$ cat config.mk
export PLATFORM = sky130hd
export DESIGN_NAME = rwm_frame_ctrl
export DESIGN_NICKNAME = d
export VERILOG_FILES = /design/src/rtl/rwm_ctrl_pkg.sv /design/src/rtl/rwm_phase_watchdog.sv /design/src/rtl/rwm_frame_ctrl.sv
export SDC_FILE = /design/constraint.sdc
export NUM_CORES = 1
export LEC_CHECK = 0
export CAP_MARGIN = 20
export CORE_MARGIN = 5
export CORE_UTILIZATION = 37
export CTS_CLUSTER_SIZE = 25
export DETAILED_ROUTE_END_ITERATION = 6
export PLACE_DENSITY_LB_ADDON = 0.15
export SLEW_MARGIN = 10
export SYNTH_ARGS = -nofsm -noshare
export SYNTH_HDL_FRONTEND = slang
export SYNTH_SLANG_ARGS = --single-unit
$ cat constraint.sdc
create_clock -name clk -period 5.9 [get_ports clk]
set_input_delay 1.18 -clock clk [delete_from_list [all_inputs] [get_ports clk]]
set_output_delay 1.18 -clock clk [all_outputs]
set_load 0.005 [all_outputs]
$ cat src/rtl/rwm_ctrl_pkg.sv
// rwm_ctrl_pkg: shared state encodings and per-state memory command tuples for the frame sequencer
package rwm_ctrl_pkg;

    localparam int DEF_PIXELS  = 153600;
    localparam int DEF_TIMEOUT = 655360;

    typedef enum logic [2:0] {
        S_IDLE  = 3'd0,
        S_CLEAR = 3'd1,
        S_GAP1  = 3'd2,
        S_WRITE = 3'd3,
        S_GAP2  = 3'd4,
        S_READ  = 3'd5,
        S_DONE  = 3'd6,
        S_ERROR = 3'd7
    } state_e;

    typedef struct packed {
        logic enable;
        logic rw;
        logic clear;
    } cmd_t;

    localparam cmd_t CMD_OFF   = '{enable: 1'b0, rw: 1'b0, clear: 1'b0};
    localparam cmd_t CMD_CLEAR = '{enable: 1'b1, rw: 1'b0, clear: 1'b1};
    localparam cmd_t CMD_WRITE = '{enable: 1'b1, rw: 1'b1, clear: 1'b0};
    localparam cmd_t CMD_READ  = '{enable: 1'b1, rw: 1'b0, clear: 1'b0};

    function automatic cmd_t cmd_of(state_e s);
        return s == S_CLEAR ? CMD_CLEAR : s == S_WRITE ? CMD_WRITE : s == S_READ ? CMD_READ : CMD_OFF;
    endfunction

    function automatic logic is_active(state_e s);
        return s inside {S_CLEAR, S_WRITE, S_READ};
    endfunction

endpackage

$ cat src/rtl/rwm_phase_watchdog.sv
// rwm_phase_watchdog: per-phase cycle counter that flags expiry on its last allowed cycle
module rwm_phase_watchdog #(
    parameter int TMO_W   = 20,
    parameter int TIMEOUT = 655360
) (
    input  logic clk,
    input  logic rst_n,
    input  logic clr,
    input  logic en,
    output logic expire
);

    logic [TMO_W-1:0] cnt;

    // count cycles spent in an active phase; cleared between phases
    always_ff @(posedge clk or negedge rst_n) begin
        if (!rst_n) cnt <= '0;
        else        cnt <= clr ? '0 : en ? cnt + 1'b1 : cnt;
    end

    assign expire = en && (cnt == TMO_W'(TIMEOUT - 1));

endmodule

$ cat src/rtl/rwm_frame_ctrl.sv
// rwm_frame_ctrl: clear/write/read frame sequencer for the grayscale frame memory
module rwm_frame_ctrl
    import rwm_ctrl_pkg::*;
#(
    parameter int PIXELS  = DEF_PIXELS,
    parameter int TMO_W   = 20,
    parameter int TIMEOUT = DEF_TIMEOUT,
    parameter int FCNT_W  = 16
) (
    input  logic              clk,
    input  logic              rst_n,
    input  logic              start,
    input  logic              abort,
    input  logic              cfg_clear,
    input  logic              mem_done,
    input  logic              mem_valid,
    output logic              mem_enable,
    output logic              mem_rw,
    output logic              mem_clear,
    output logic              busy,
    output logic              frame_done,
    output logic              err_timeout,
    output logic              err_len,
    output logic [2:0]        phase,
    output logic [FCNT_W-1:0] frame_count
);

    localparam int BW = $clog2(PIXELS + 2);

    state_e        state, nxt;
    logic [BW-1:0] beats, beats_inc;
    logic          active, wd_exp, len_bad;

    assign active = is_active(state);
    assign phase  = state;

    rwm_phase_watchdog #(.TMO_W(TMO_W), .TIMEOUT(TIMEOUT)) u_wd (
        .clk    (clk),
        .rst_n  (rst_n),
        .clr    (!active),
        .en     (active),
        .expire (wd_exp)
    );

    // beat total including the current cycle, saturating one past the expected count
    always_comb begin
        beats_inc = (state == S_READ && mem_valid && beats != BW'(PIXELS + 1)) ? beats + 1'b1 : beats;
        len_bad   = state == S_READ && mem_done && !wd_exp && beats_inc != BW'(PIXELS);
    end

    // next phase: abort beats everything, watchdog beats mem_done
    always_comb begin
        nxt = state;
        case (state)
            S_IDLE:  nxt = start ? (cfg_clear ? S_CLEAR : S_WRITE) : S_IDLE;
            S_CLEAR: nxt = wd_exp ? S_ERROR : mem_done ? S_GAP1 : S_CLEAR;
            S_GAP1:  nxt = S_WRITE;
            S_WRITE: nxt = wd_exp ? S_ERROR : mem_done ? S_GAP2 : S_WRITE;
            S_GAP2:  nxt = S_READ;
            S_READ:  nxt = wd_exp ? S_ERROR : mem_done ? (len_bad ? S_ERROR : S_DONE) : S_READ;
            S_DONE:  nxt = S_IDLE;
            default: nxt = S_ERROR;
        endcase
        if (abort) nxt = S_IDLE;
    end

    // state plus every output registered from the next state so commands hold for a whole phase
    always_ff @(posedge clk or negedge rst_n) begin
        if (!rst_n) begin
            state                           <= S_IDLE;
            {mem_enable, mem_rw, mem_clear} <= '0;
            busy                            <= 1'b0;
            frame_done                      <= 1'b0;
            err_timeout                     <= 1'b0;
            err_len                         <= 1'b0;
            frame_count                     <= '0;
            beats                           <= '0;
        end else begin
            state                           <= nxt;
            {mem_enable, mem_rw, mem_clear} <= cmd_of(nxt);
            busy                            <= nxt != S_IDLE;
            frame_done                      <= nxt == S_DONE;
            beats                           <= state == S_READ ? beats_inc : '0;
            if (nxt == S_DONE) frame_count <= frame_count + 1'b1;
            if (state == S_IDLE && start && !abort) begin
                err_timeout <= 1'b0;
                err_len     <= 1'b0;
            end else if (!abort) begin
                if (wd_exp)  err_timeout <= 1'b1;
                if (len_bad) err_len     <= 1'b1;
            end
        end
    end

endmodule

==> results of run 1 <==
-- routing by layer --
metal | routed length [µm] | GRT usage (%)
met5 | 0 | 0
met4 | 153 | 6.39
met3 | 317 | 2.89
met2 | 3190 | 20.9
met1 | 3730 | 19.5
-- worst min path at each step --
stage / start / end / slack (ns) / cells past startpoint
2_1_floorplan: u_wd.cnt[0]$_DFF_PN0_ / u_wd.cnt[0]$_DFF_PN0_ / 0.45 / 1
4_1_cts: frame_count[15]$_DFFE_PN0N_ / frame_count[15]$_DFFE_PN0N_ / 0.49 / 1
5_1_grt: frame_count[15]$_DFFE_PN0N_ / frame_count[15]$_DFFE_PN0N_ / 0.53 / 1
6_report: frame_count[15]$_DFFE_PN0N_ / frame_count[15]$_DFFE_PN0N_ / 0.48 / 1
3_5_place_dp: frame_count[15]$_DFFE_PN0N_ / frame_count[15]$_DFFE_PN0N_ / 0.47 / 1
3_3_place_gp: u_wd.cnt[0]$_DFF_PN0_ / u_wd.cnt[0]$_DFF_PN0_ / 0.47 / 1
-- Yosys cell counts, drive strengths merged, types with 3 or more instances --
cell    number
and2         3
or3          4
nand4       12
and4         3
inv          9
o21ai        7
a21oi       12
nand2b       3
xnor2       29
nor3         5
xor2        23
nand2       26
clkbuf       8
ha           4
nor4b        4
dfrtp       64
and3        17
buf         10
nor3b        6
nor2b        3
nand3       28
nor2        53
nor4         3
nand3b       3
-- cells by family after synthesis --
family / share of synthesized area [%]
flip-flops: 46.4
multiplexers: 0.326
XOR/XNOR: 13.2
AO/OA/AOI/OAI: 7.79
AND/OR/NAND/NOR: 27.6
adder cells (fa/ha/maj): 1.45
buffers and inverters: 3.33
-- cell type report --
cell class | instances | area [µm²]
repair buffers | 35 | 338
clock inverters | 6 | 66.3
fillers | 892 | 5100
well taps | 111 | 139
clock buffers | 10 | 138
inverters | 9 | 33.8
flip-flops and latches | 64 | 1600
multi-input cells | 271 | 1740
-- stage by stage --
stage | std cells | setup slack (ns) | power, µW
after floorplan | 362 | 2.89 | 507
after global placement | 490 | 1.81 | 550
after detailed placement | 490 | 1.74 | 551
after CTS | 506 | 2.10 | 945
after global routing | 506 | 1.86 | 974
final | 506 | 2.10 | 932
-- power by group through the flow --
stage               Sequential, µW  Combinational, µW  Clock [µW]
CTS                            466               76.4         403
floorplan                      467               40.5           0
finish                         465               73.8         392
global route                   468               84.0         422
global placement               474               75.7           0
detailed placement             475               76.1           0
-- flip-flops by register name, indices dropped and copies added, names as in the netlist --
register / flops
err_timeout: 1
busy: 1
u_wd.cnt: 20
mem_enable: 1
frame_done: 1
beats: 18
phase: 3
frame_count: 16
mem_rw: 1
mem_clear: 1
err_len: 1
-- critical path: cells and delay by family --
family,cells,cell delay [ns]
AND/OR/NAND/NOR,5,1.26
multiplexers,1,0.34
AO/OA/AOI/OAI,2,0.67
buffers and inverters,1,0.58
-- layout by cell type, fill, tap and decap left out, types with 4 or more instances in the layout --
master                            instances
sky130_fd_sc_hd__nand4_1                 10
sky130_fd_sc_hd__nor2_1                  53
sky130_fd_sc_hd__nand3_1                 28
sky130_fd_sc_hd__o21ai_0                  4
sky130_fd_sc_hd__ha_1                     4
sky130_fd_sc_hd__nor3b_1                  4
sky130_fd_sc_hd__clkbuf_8                10
sky130_fd_sc_hd__xnor2_1                 29
sky130_fd_sc_hd__nor3_1                   4
sky130_fd_sc_hd__clkdlybuf4s50_1         31
sky130_fd_sc_hd__inv_1                    9
sky130_fd_sc_hd__nand2_1                 26
sky130_fd_sc_hd__and3_1                  17
sky130_fd_sc_hd__or3_1                    4
sky130_fd_sc_hd__a21oi_1                 12
sky130_fd_sc_hd__dfrtp_1                 64
sky130_fd_sc_hd__xor2_1                  23
==> metrics.txt, run 1 <==
# TYPE chip_impl_metric gauge
chip_impl_info{name="critical_path.startpoint",value="mem_valid"} 1
chip_impl_metric{name="ios",unit=""} 33
chip_impl_info{name="root_buffer",value="sky130_fd_sc_hd__clkbuf_8"} 1
chip_impl_metric{name="route.detailed.drc",unit=""} 0
chip_impl_metric{name="drv.max_cap_violation_count",unit=""} 0
chip_impl_metric{name="die_width",unit="µm"} 107
chip_impl_metric{name="placementRows",unit=""} 35
chip_impl_metric{name="antenna_found_initial",unit=""} 0
chip_impl_metric{name="routed_via_density",unit=""} 5.18
chip_impl_info{name="capture_point_of_the_critical_path",value="frame_count[1]$_DFFE_PN0N_"} 1
chip_impl_metric{name="pin_count_of_the_biggest_net_entering_global_routing",unit=""} 65
chip_impl_metric{name="design.die.area",unit="µm²"} 11400
chip_impl_metric{name="ir_drop_worst_case_vdd",unit="µV"} 129
chip_impl_metric{name="gpl.final_weighted_congestion",unit=""} 0.877
chip_impl_metric{name="layout_worst_path_cycle_share",unit="%"} 64.5
chip_impl_metric{name="grt_util_all_layers",unit="%"} 14.0
chip_impl_metric{name="nNetsFinal",unit=""} 401
chip_impl_info{name="min-delay-path-class",value="reg2reg"} 1
chip_impl_info{name="worst_setup_ep_type",value="flop"} 1
chip_impl_info{name="setup.worst_path.start_class",value="input port"} 1
chip_impl_info{name="worstPathCellList",value="clkdlybuf4s50_1 > nand4b_2 > nor3_2 > nand4_1 > a22oi_1 > nand4_2 > o211ai_4 > nand2_1 > mux2_1"} 1
chip_impl_metric{name="p_sw_share",unit="%"} 25.9
chip_impl_metric{name="detailroute.via_count",unit=""} 2623
chip_impl_metric{name="clk_latency",unit="ns"} 0.35
chip_impl_metric{name="clock_path_buffers",unit=""} 2
chip_impl_metric{name="worst-endpoint-arrival",unit="ns"} 4.04
chip_impl_metric{name="antenna_cells_inserted",unit=""} 0
chip_impl_metric{name="routed_wire_length_per_instance",unit="µm"} 14.6
chip_impl_metric{name="die_height",unit="µm"} 107
chip_impl_metric{name="grt.overflow.total",unit=""} 0
chip_impl_metric{name="cts.sinks",unit=""} 64
chip_impl_metric{name="grt_pass1_wl",unit="mm"} 12.9
chip_impl_metric{name="wl",unit="mm"} 7.39
chip_impl_info{name="grt_setup_unrepaired",value="no"} 1
chip_impl_metric{name="cts_repair_resized_insts",unit=""} 0
chip_impl_metric{name="grt_pass1_vias",unit=""} 2697
chip_impl_info{name="most_area_consuming_cells_after_synthesis",value="sky130_fd_sc_hd__dfrtp_1 46%, sky130_fd_sc_hd__xnor2_1 7.4%, sky130_fd_sc_hd__xor2_1 5.8%"} 1
chip_impl_metric{name="instance_area_after_placement",unit="µm²"} 3850
chip_impl_metric{name="async_flop_share",unit="%"} 100
chip_impl_info{name="worst_r2r_endpoint",value="frame_count[1]$_DFFE_PN0N_"} 1
chip_impl_metric{name="layout_cells_sized_above_1",unit="%"} 7.85
chip_impl_metric{name="crit_fanout",unit=""} 16
chip_impl_metric{name="yosys_warning_total",unit=""} 0
chip_impl_metric{name="clk_pin_slew_worst_paths",unit="ns"} 0.08
chip_impl_metric{name="timing.fmax",unit="MHz"} 263
chip_impl_metric{name="netlist_area",unit="µm²"} 3450
chip_impl_metric{name="worst_pin_slew",unit="ns"} 0.810
chip_impl_metric{name="p_per_area",unit="nW/µm²"} 230
chip_impl_metric{name="power.leakage",unit="µW"} 0.00167
chip_impl_metric{name="synthesis.nets",unit=""} 373
chip_impl_metric{name="p_switching",unit="µW"} 241
chip_impl_metric{name="r2r_cells",unit=""} 8
chip_impl_metric{name="syn_inst",unit=""} 362
chip_impl_metric{name="reg2reg_slack",unit="ns"} 2.78
chip_impl_metric{name="internal-power",unit="µW"} 691
chip_impl_metric{name="drt_iter0_markers",unit=""} 112
chip_impl_metric{name="first_pass_iters",unit=""} 4
chip_impl_metric{name="htree_levels",unit=""} 3
chip_impl_metric{name="core_region_area",unit="µm²"} 9150
chip_impl_info{name="critical_path_class",value="in2reg"} 1
chip_impl_metric{name="synth.top_cell.area_share",unit="%"} 46.4
chip_impl_info{name="synth_ff_type",value="sky130_fd_sc_hd__dfrtp_1"} 1
chip_impl_metric{name="antenna_violating_nets_post_route",unit=""} 0
chip_impl_metric{name="final_core_utilization",unit="%"} 44.3
chip_impl_metric{name="start_util",unit="%"} 37.7
chip_impl_metric{name="port-buffer-count",unit=""} 32
chip_impl_info{name="tritoncts",value="yes"} 1
chip_impl_metric{name="totalNegativeSetupSlack",unit="ns"} 0
chip_impl_metric{name="share_comb_of_total_power",unit="%"} 7.9
chip_impl_metric{name="finalHoldWorstSlack",unit="ns"} 0.482
chip_impl_metric{name="critical_path.max_stage_delay",unit="ns"} 0.58
chip_impl_metric{name="area_delta_synth_final",unit="%"} 17.3
chip_impl_metric{name="proportion_of_synthesized_chip_area_in_sequential_cells",unit="%"} 46.4
chip_impl_metric{name="number_of_hold_slack_violations_in_the_final_timing_report",unit=""} 0
chip_impl_info{name="critPathSlowestCell",value="sky130_fd_sc_hd__clkdlybuf4s50_1"} 1
chip_impl_metric{name="post_cts_hold_buffer_count",unit=""} 0
chip_impl_metric{name="cp_data_required_time",unit="ns"} 6.14
chip_impl_metric{name="finalMaxSlewViolations",unit=""} 0
chip_impl_metric{name="yosys.cell_types.count",unit=""} 52
chip_impl_metric{name="post-route-cell-area",unit="µm²"} 4050
chip_impl_info{name="status",value="complete, no violations"} 1
chip_impl_info{name="yosysTopAreaCell",value="sky130_fd_sc_hd__dfrtp_1"} 1
chip_impl_metric{name="cts_setup_buffers",unit=""} 0
chip_impl_metric{name="place.detailed.hpwl",unit="mm"} 5.02
chip_impl_metric{name="inserted_clock_buffers",unit=""} 9
chip_impl_metric{name="synth_register_bits",unit=""} 64
chip_impl_metric{name="synth-edff-count",unit=""} 0
chip_impl_metric{name="timing.final.crit_period",unit="ns"} 3.80
chip_impl_metric{name="final_setup_skew",unit="ns"} 0.0105
chip_impl_metric{name="avgSynthCellArea",unit="µm²"} 9.54
chip_impl_metric{name="p_clk_share",unit="%"} 42.1
chip_impl_metric{name="max-slew-margin-rel",unit="%"} 46.0
chip_impl_metric{name="timing.final.setup_violations",unit=""} 0
chip_impl_metric{name="power.sequential.fraction",unit="%"} 49.9
chip_impl_info{name="r2r-start",value="phase[1]$_DFF_PN0_"} 1
(Power assumes the default switching activity.)
==> run 2: changes to the inputs <==
Clock period 5.9 ns to 3.9 ns, I/O delays scaled along.
==> run 2 against run 1 <==
Effect of this change:
- design area increased by 0.31%
- register-to-register slack got worse by 1.7 ns
- clock power increased by 30%
- core utilization increased by 0.14 points
- via count increased by 0.11%
- non-clock buffer count increased by 6
- global-route usage increased by 0.28 points
- critical path type unchanged
- critical endpoint unchanged
==> metrics.txt, run 2 (synthesis gave the netlist of run 1 again) <==
# TYPE chip_impl_metric gauge
chip_impl_metric{name="routed_wire_length_per_instance",unit="µm"} 14.7
chip_impl_metric{name="wl",unit="mm"} 7.51
chip_impl_metric{name="ir_drop_worst_case_vdd",unit="µV"} 163
chip_impl_metric{name="start_util",unit="%"} 37.7
chip_impl_metric{name="timing.final.setup_violations",unit=""} 0
chip_impl_info{name="worstPathCellList",value="clkdlybuf4s50_1 > nand4b_2 > nor3_2 > nand4_1 > a22oi_1 > nand4_2 > o211ai_4 > nand2_1 > mux2_1"} 1
chip_impl_metric{name="cts.sinks",unit=""} 64
chip_impl_metric{name="clock_path_buffers",unit=""} 2
chip_impl_metric{name="ios",unit=""} 33
chip_impl_metric{name="cts_setup_buffers",unit=""} 0
chip_impl_metric{name="clk_latency",unit="ns"} 0.34
chip_impl_metric{name="critical_path.max_stage_delay",unit="ns"} 0.60
chip_impl_metric{name="worst-endpoint-arrival",unit="ns"} 3.55
chip_impl_info{name="grt_setup_unrepaired",value="no"} 1
chip_impl_metric{name="cp_data_required_time",unit="ns"} 4.12
chip_impl_metric{name="core_region_area",unit="µm²"} 9150
chip_impl_info{name="tritoncts",value="yes"} 1
chip_impl_metric{name="detailroute.via_count",unit=""} 2626
chip_impl_metric{name="port-buffer-count",unit=""} 32
chip_impl_info{name="critPathSlowestCell",value="sky130_fd_sc_hd__clkdlybuf4s50_1"} 1
chip_impl_metric{name="layout_cells_sized_above_1",unit="%"} 9.23
chip_impl_metric{name="grt_pass1_vias",unit=""} 2602
chip_impl_info{name="setup.worst_path.start_class",value="input port"} 1
chip_impl_metric{name="inserted_clock_buffers",unit=""} 9
chip_impl_metric{name="die_height",unit="µm"} 107
chip_impl_metric{name="grt_util_all_layers",unit="%"} 14.3
chip_impl_metric{name="antenna_violating_nets_post_route",unit=""} 0
chip_impl_info{name="worst_setup_ep_type",value="flop"} 1
chip_impl_metric{name="area_delta_synth_final",unit="%"} 17.7
chip_impl_metric{name="timing.fmax",unit="MHz"} 300
chip_impl_metric{name="finalMaxSlewViolations",unit=""} 0
chip_impl_metric{name="post_cts_hold_buffer_count",unit=""} 0
chip_impl_metric{name="detail_route.wirelength.met1",unit="mm"} 3.79
chip_impl_metric{name="htree_levels",unit=""} 3
chip_impl_metric{name="p_per_area",unit="nW/µm²"} 329
chip_impl_metric{name="timing.final.crit_period",unit="ns"} 3.33
chip_impl_metric{name="drt_iter0_markers",unit=""} 182
chip_impl_info{name="critical_path_class",value="in2reg"} 1
chip_impl_info{name="layout.cells.most_common_list",value="64 x sky130_fd_sc_hd__dfrtp_1, 53 x sky130_fd_sc_hd__nor2_1, 31 x sky130_fd_sc_hd__clkdlybuf4s50_1"} 1
chip_impl_metric{name="met3_length",unit="µm"} 323
chip_impl_info{name="mostFrequentLayoutCell",value="sky130_fd_sc_hd__dfrtp_1"} 1
chip_impl_metric{name="pin_count_of_the_biggest_net_entering_global_routing",unit=""} 40
chip_impl_info{name="layout_top_registers",value="u_wd.cnt: 20 flops, beats: 18 flops, frame_count: 16 flops"} 1
chip_impl_metric{name="die_width",unit="µm"} 107
chip_impl_metric{name="place.detailed.hpwl",unit="mm"} 5.20
chip_impl_metric{name="route.detailed.drc",unit=""} 0
chip_impl_metric{name="clk_pin_slew_worst_paths",unit="ns"} 0.08
chip_impl_metric{name="max-slew-margin-rel",unit="%"} 58.8
chip_impl_metric{name="design.die.area",unit="µm²"} 11400
chip_impl_metric{name="reg2reg_slack",unit="ns"} 1.06
chip_impl_info{name="critical-path-top-delay-family",value="simple AND/OR/NAND/NOR gates"} 1
chip_impl_metric{name="power.leakage",unit="µW"} 0.00169
chip_impl_metric{name="grt_pass1_wl",unit="mm"} 13.1
chip_impl_metric{name="crit_fanout",unit=""} 11
chip_impl_metric{name="routed-wl-met2",unit="mm"} 3.33
chip_impl_metric{name="worst_pin_slew",unit="ns"} 0.617
chip_impl_metric{name="first_pass_iters",unit=""} 4
chip_impl_info{name="min-delay-path-class",value="in2async"} 1
chip_impl_info{name="top_layer",value="met4"} 1
chip_impl_info{name="regMostFlops",value="u_wd.cnt"} 1
chip_impl_metric{name="antenna_found_initial",unit=""} 0
chip_impl_metric{name="placementRows",unit=""} 35
chip_impl_metric{name="overall_power",unit="µW"} 1340
chip_impl_metric{name="routed_via_density",unit=""} 5.13
chip_impl_metric{name="critPathBufInv",unit=""} 1
chip_impl_info{name="root_buffer",value="sky130_fd_sc_hd__clkbuf_8"} 1
chip_impl_metric{name="largest_reg_flops",unit=""} 20
chip_impl_info{name="status",value="complete, no violations"} 1
chip_impl_metric{name="totalNegativeSetupSlack",unit="ns"} 0
chip_impl_metric{name="nNetsFinal",unit=""} 407
chip_impl_metric{name="number_of_hold_slack_violations_in_the_final_timing_report",unit=""} 0
chip_impl_metric{name="gpl.final_weighted_congestion",unit=""} 0.862
chip_impl_metric{name="layout_worst_path_cycle_share",unit="%"} 85.4
chip_impl_metric{name="cts_repair_resized_insts",unit=""} 0
chip_impl_metric{name="antenna_cells_inserted",unit=""} 0
chip_impl_metric{name="drv.max_cap_violation_count",unit=""} 0
chip_impl_metric{name="final_setup_skew",unit="ns"} 0.0116
chip_impl_metric{name="grt.overflow.total",unit=""} 0
chip_impl_metric{name="final_core_utilization",unit="%"} 44.4
## run 2: through the flow
step | hold slack (ns) | cell area, µm² | setup slack (ns) | cells
after floorplan | 0.455 | 3450 | 1.29 | 362
after global placement | 0.464 | 3890 | 0.341 | 496
after detailed placement | 0.463 | 3890 | 0.244 | 496
after CTS | 0.461 | 4070 | 0.590 | 512
after global routing | 0.499 | 4070 | 0.354 | 512
final | 0.447 | 4070 | 0.571 | 512
## run 2: per-layer routing
layer	global-route usage (%)	vias to the layer above
met5	0	-
met4	5.66	0
met3	3.01	4
met2	20.7	58
met1	20.7	1243
li1	-	1321
## run 2: worst reg2reg max path, cell delays in order (launching register included)
cell	delay, ns
sky130_fd_sc_hd__dfrtp_1	0.54
sky130_fd_sc_hd__ha_1	0.25
sky130_fd_sc_hd__nand3_1	0.12
sky130_fd_sc_hd__nor3_2	0.38
sky130_fd_sc_hd__nand4_1	0.15
sky130_fd_sc_hd__a22oi_1	0.23
sky130_fd_sc_hd__nand4_2	0.18
sky130_fd_sc_hd__o211ai_4	0.35
sky130_fd_sc_hd__nand2_1	0.18
sky130_fd_sc_hd__mux2_1	0.34
## run 2: path summary, 6_finish.rpt
| path | start | to | cells past startpoint |
|---|---|---|---|
| max | mem_valid | frame_count[1]$_DFFE_PN0N_ | 9 |
| min | rst_n | beats[14]$_DFF_PN0_ | 1 |
| max reg2reg | beats[0]$_DFF_PN0_ | frame_count[1]$_DFFE_PN0N_ | 9 |
| min reg2reg | frame_count[15]$_DFFE_PN0N_ | frame_count[15]$_DFFE_PN0N_ | 1 |
| max in group asynchronous | rst_n | frame_count[11]$_DFFE_PN0N_ | 2 |
| min in group clk | frame_count[15]$_DFFE_PN0N_ | frame_count[15]$_DFFE_PN0N_ | 1 |
## run 2: final cells by class
class | instances | area [µm²]
multi-input cells | 271 | 1740
repair buffers | 41 | 383
flip-flops and latches | 64 | 1600
clock inverters | 7 | 47.5
fillers | 850 | 5090
well taps | 111 | 139
clock buffers | 9 | 124
inverters | 9 | 33.8
## run 2: report_power, final
group | switching [µW] | internal [µW]
sequential | 12.1 | 680
clock | 281 | 230
combinational | 74.9 | 58.6
total | 368 | 969
==> run 3: changes to the inputs <==
Settings changed: MAX_ROUTING_LAYER set to met4, PLACE_DENSITY set to 0.62, PLACE_DENSITY_LB_ADDON 0.15 to not set.
==> run 3 against run 2 <==
Effect of this change:
- register-to-register slack about the same
- critical path type unchanged
- global-route usage grew 0.27 points
- highest routed layer unchanged
- routed wire length down 0.92%
- power up 15%
- critical endpoint unchanged
- flip-flop and latch count unchanged
- sequential power is 2% higher
- largest cell class unchanged
- design area increased by 1.6%
- die area stayed put
- cell count is 0.39% lower
- core utilization is 0.71 points higher
- sequential share of layout area shrank 0.62 points
- clock power up 41%
==> metrics.txt, run 3 (synthesis gave the netlist of run 1 again) <==
# TYPE chip_impl_metric gauge
chip_impl_metric{name="htree_levels",unit=""} 3
chip_impl_metric{name="area_delta_synth_final",unit="%"} 19.6
chip_impl_metric{name="grt.overflow.total",unit=""} 0
chip_impl_info{name="tritoncts",value="yes"} 1
chip_impl_metric{name="worst_slack_setup_final",unit="ns"} 0.753
chip_impl_metric{name="start_util",unit="%"} 37.7
chip_impl_metric{name="detailroute.via_count",unit=""} 2643
chip_impl_metric{name="antenna_found_initial",unit=""} 0
chip_impl_metric{name="number_of_hold_slack_violations_in_the_final_timing_report",unit=""} 0
chip_impl_info{name="layout_top_registers",value="u_wd.cnt: 20 flops, beats: 18 flops, frame_count: 16 flops"} 1
chip_impl_metric{name="ios",unit=""} 33
chip_impl_metric{name="die_width",unit="µm"} 107
chip_impl_metric{name="design.die.area",unit="µm²"} 11400
chip_impl_metric{name="p_switching",unit="µW"} 373
chip_impl_metric{name="core_region_area",unit="µm²"} 9150
chip_impl_metric{name="antenna_cells_inserted",unit=""} 0
chip_impl_metric{name="route.detailed.drc",unit=""} 0
chip_impl_metric{name="post-route-cell-area",unit="µm²"} 4130
chip_impl_metric{name="cts_repair_resized_insts",unit=""} 0
chip_impl_metric{name="final_setup_skew",unit="ns"} 0.00996
chip_impl_metric{name="first_pass_iters",unit=""} 4
chip_impl_metric{name="fillCellCount",unit=""} 864
chip_impl_metric{name="clock_path_buffers",unit=""} 2
chip_impl_metric{name="worst_pin_slew",unit="ns"} 0.525
chip_impl_metric{name="gpl.final_weighted_congestion",unit=""} 0.858
chip_impl_metric{name="ir_drop_worst_case_vdd",unit="µV"} 248
chip_impl_metric{name="largest_reg_flops",unit=""} 20
chip_impl_metric{name="cp_data_required_time",unit="ns"} 4.13
chip_impl_metric{name="share_comb_of_total_power",unit="%"} 7.4
chip_impl_metric{name="cts_setup_buffers",unit=""} 0
chip_impl_metric{name="placementRows",unit=""} 35
chip_impl_metric{name="power.sequential.fraction",unit="%"} 45.9
chip_impl_info{name="root_buffer",value="sky130_fd_sc_hd__clkbuf_8"} 1
chip_impl_metric{name="cts.sinks",unit=""} 64
chip_impl_metric{name="p_sw_share",unit="%"} 24.2
chip_impl_info{name="min-delay-path-class",value="in2async"} 1
chip_impl_metric{name="wl",unit="mm"} 7.44
chip_impl_info{name="grt_setup_unrepaired",value="no"} 1
chip_impl_metric{name="p_clk_share",unit="%"} 46.7
chip_impl_info{name="regMostFlops",value="u_wd.cnt"} 1
chip_impl_metric{name="finalHoldWorstSlack",unit="ns"} 0.393
chip_impl_metric{name="instance_area_after_placement",unit="µm²"} 3880
chip_impl_metric{name="internal-power",unit="µW"} 1170
chip_impl_metric{name="power.leakage",unit="µW"} 0.00172
chip_impl_metric{name="clk_latency",unit="ns"} 0.34
chip_impl_info{name="mostFrequentLayoutCell",value="sky130_fd_sc_hd__dfrtp_1"} 1
chip_impl_metric{name="grt_util_all_layers",unit="%"} 14.5
chip_impl_metric{name="post_cts_hold_buffer_count",unit=""} 0
chip_impl_metric{name="finalMaxSlewViolations",unit=""} 0
chip_impl_info{name="status",value="complete, no violations"} 1
chip_impl_metric{name="grt_pass1_wl",unit="mm"} 13.2
chip_impl_metric{name="timing.final.crit_period",unit="ns"} 3.15
chip_impl_info{name="setup.worst_path.start_class",value="input port"} 1
chip_impl_info{name="layout.cells.most_common_list",value="64 x sky130_fd_sc_hd__dfrtp_1, 53 x sky130_fd_sc_hd__nor2_1, 31 x sky130_fd_sc_hd__clkdlybuf4s50_1"} 1
chip_impl_metric{name="timing.final.setup_violations",unit=""} 0
chip_impl_metric{name="clk_pin_slew_worst_paths",unit="ns"} 0.08
chip_impl_metric{name="p_per_area",unit="nW/µm²"} 373
chip_impl_metric{name="die_height",unit="µm"} 107
chip_impl_metric{name="nNetsFinal",unit=""} 405
chip_impl_metric{name="drt_iter0_markers",unit=""} 206
chip_impl_metric{name="routed_via_density",unit=""} 5.18
chip_impl_metric{name="port-buffer-count",unit=""} 32
chip_impl_metric{name="worst-endpoint-arrival",unit="ns"} 3.38
chip_impl_metric{name="inserted_clock_buffers",unit=""} 9
chip_impl_info{name="worst_setup_ep_type",value="flop"} 1
chip_impl_metric{name="layout_cells_sized_above_1",unit="%"} 8.77
chip_impl_metric{name="timing.fmax",unit="MHz"} 318
chip_impl_metric{name="place_ws",unit="ns"} 0.428
chip_impl_metric{name="crit_fanout",unit=""} 8
chip_impl_metric{name="max-slew-margin-rel",unit="%"} 65.0
chip_impl_info{name="critical_path_class",value="in2reg"} 1
chip_impl_metric{name="place.detailed.hpwl",unit="mm"} 5.26
chip_impl_metric{name="antenna_violating_nets_post_route",unit=""} 0
chip_impl_metric{name="grt_pass1_vias",unit=""} 2728
chip_impl_metric{name="layout_worst_path_cycle_share",unit="%"} 80.7
chip_impl_metric{name="routed_wire_length_per_instance",unit="µm"} 14.6
chip_impl_metric{name="pin_count_of_the_biggest_net_entering_global_routing",unit=""} 43
chip_impl_metric{name="totalNegativeSetupSlack",unit="ns"} 0
chip_impl_metric{name="drv.max_cap_violation_count",unit=""} 0
[run 3: cell types whose count changed in the layout (fill, tap and decap cells not counted)]
cell	delta
sky130_fd_sc_hd__buf_4	-2
sky130_fd_sc_hd__bufinv_16	+3
sky130_fd_sc_hd__clkinv_2	-3
sky130_fd_sc_hd__clkinv_4	+1
sky130_fd_sc_hd__clkinvlp_4	-2
sky130_fd_sc_hd__inv_8	+1
[run 3: through the flow]
stage	utilization, %	std cells	total power [µW]
5_1_grt	45.1	510	1610
6_report	45.1	510	1540
3_3_place_gp	42.4	494	836
4_1_cts	45.1	510	1560
2_1_floorplan	-	362	767
3_5_place_dp	42.4	494	835
[run 3: worst max-delay path, stage by stage]
cell,delay [ns]
sky130_fd_sc_hd__clkdlybuf4s50_1,0.59
sky130_fd_sc_hd__nand4b_2,0.24
sky130_fd_sc_hd__nor3_2,0.23
sky130_fd_sc_hd__buf_4,0.18
sky130_fd_sc_hd__nand4_1,0.11
sky130_fd_sc_hd__a22oi_1,0.29
sky130_fd_sc_hd__nand4_2,0.18
sky130_fd_sc_hd__o211ai_4,0.27
sky130_fd_sc_hd__nand2_1,0.17
sky130_fd_sc_hd__mux2_1,0.33
[run 3: layer usage]
metal	GRT usage, %	routed length (µm)
met2	20.5	3160
met1	20.6	3910
met5	-	0
met4	4.75	120
met3	3.67	250
[run 3: power by group through the flow]
stage / combinational (µW) / sequential [µW] / clock, µW
final: 114 / 707 / 719
after global routing: 130 / 710 / 768
after CTS: 118 / 706 / 736
after detailed placement: 117 / 718 / 0
after global placement: 117 / 719 / 0
after floorplan: 61.3 / 706 / 0
[run 3: cell type report]
cell class	count	area, µm²	area share, %
clock inverter	7	128	3.09
multi-input combinational	271	1740	42.1
sequential	64	1600	38.8
inverter	9	33.8	0.818
clock buffer	9	124	3.00
tap	111	139	3.36
timing repair buffer	39	368	8.90
[run 3: worst paths after layout]
path / depth (start not counted) / slack (ns) / end / startpoint
worst max-delay path: 10 / 0.75 / frame_count[1]$_DFFE_PN0N_ / mem_valid
worst min-delay path: 1 / 0.39 / frame_count[3]$_DFFE_PN0N_ / rst_n
worst max register to register: 9 / 1.06 / frame_count[1]$_DFFE_PN0N_ / phase[1]$_DFF_PN0_
worst min register to register: 1 / 0.48 / frame_count[15]$_DFFE_PN0N_ / frame_count[15]$_DFFE_PN0N_
max in group asynchronous: 2 / 2.59 / beats[0]$_DFF_PN0_ / rst_n
min in group clk: 1 / 0.48 / frame_count[15]$_DFFE_PN0N_ / frame_count[15]$_DFFE_PN0N_
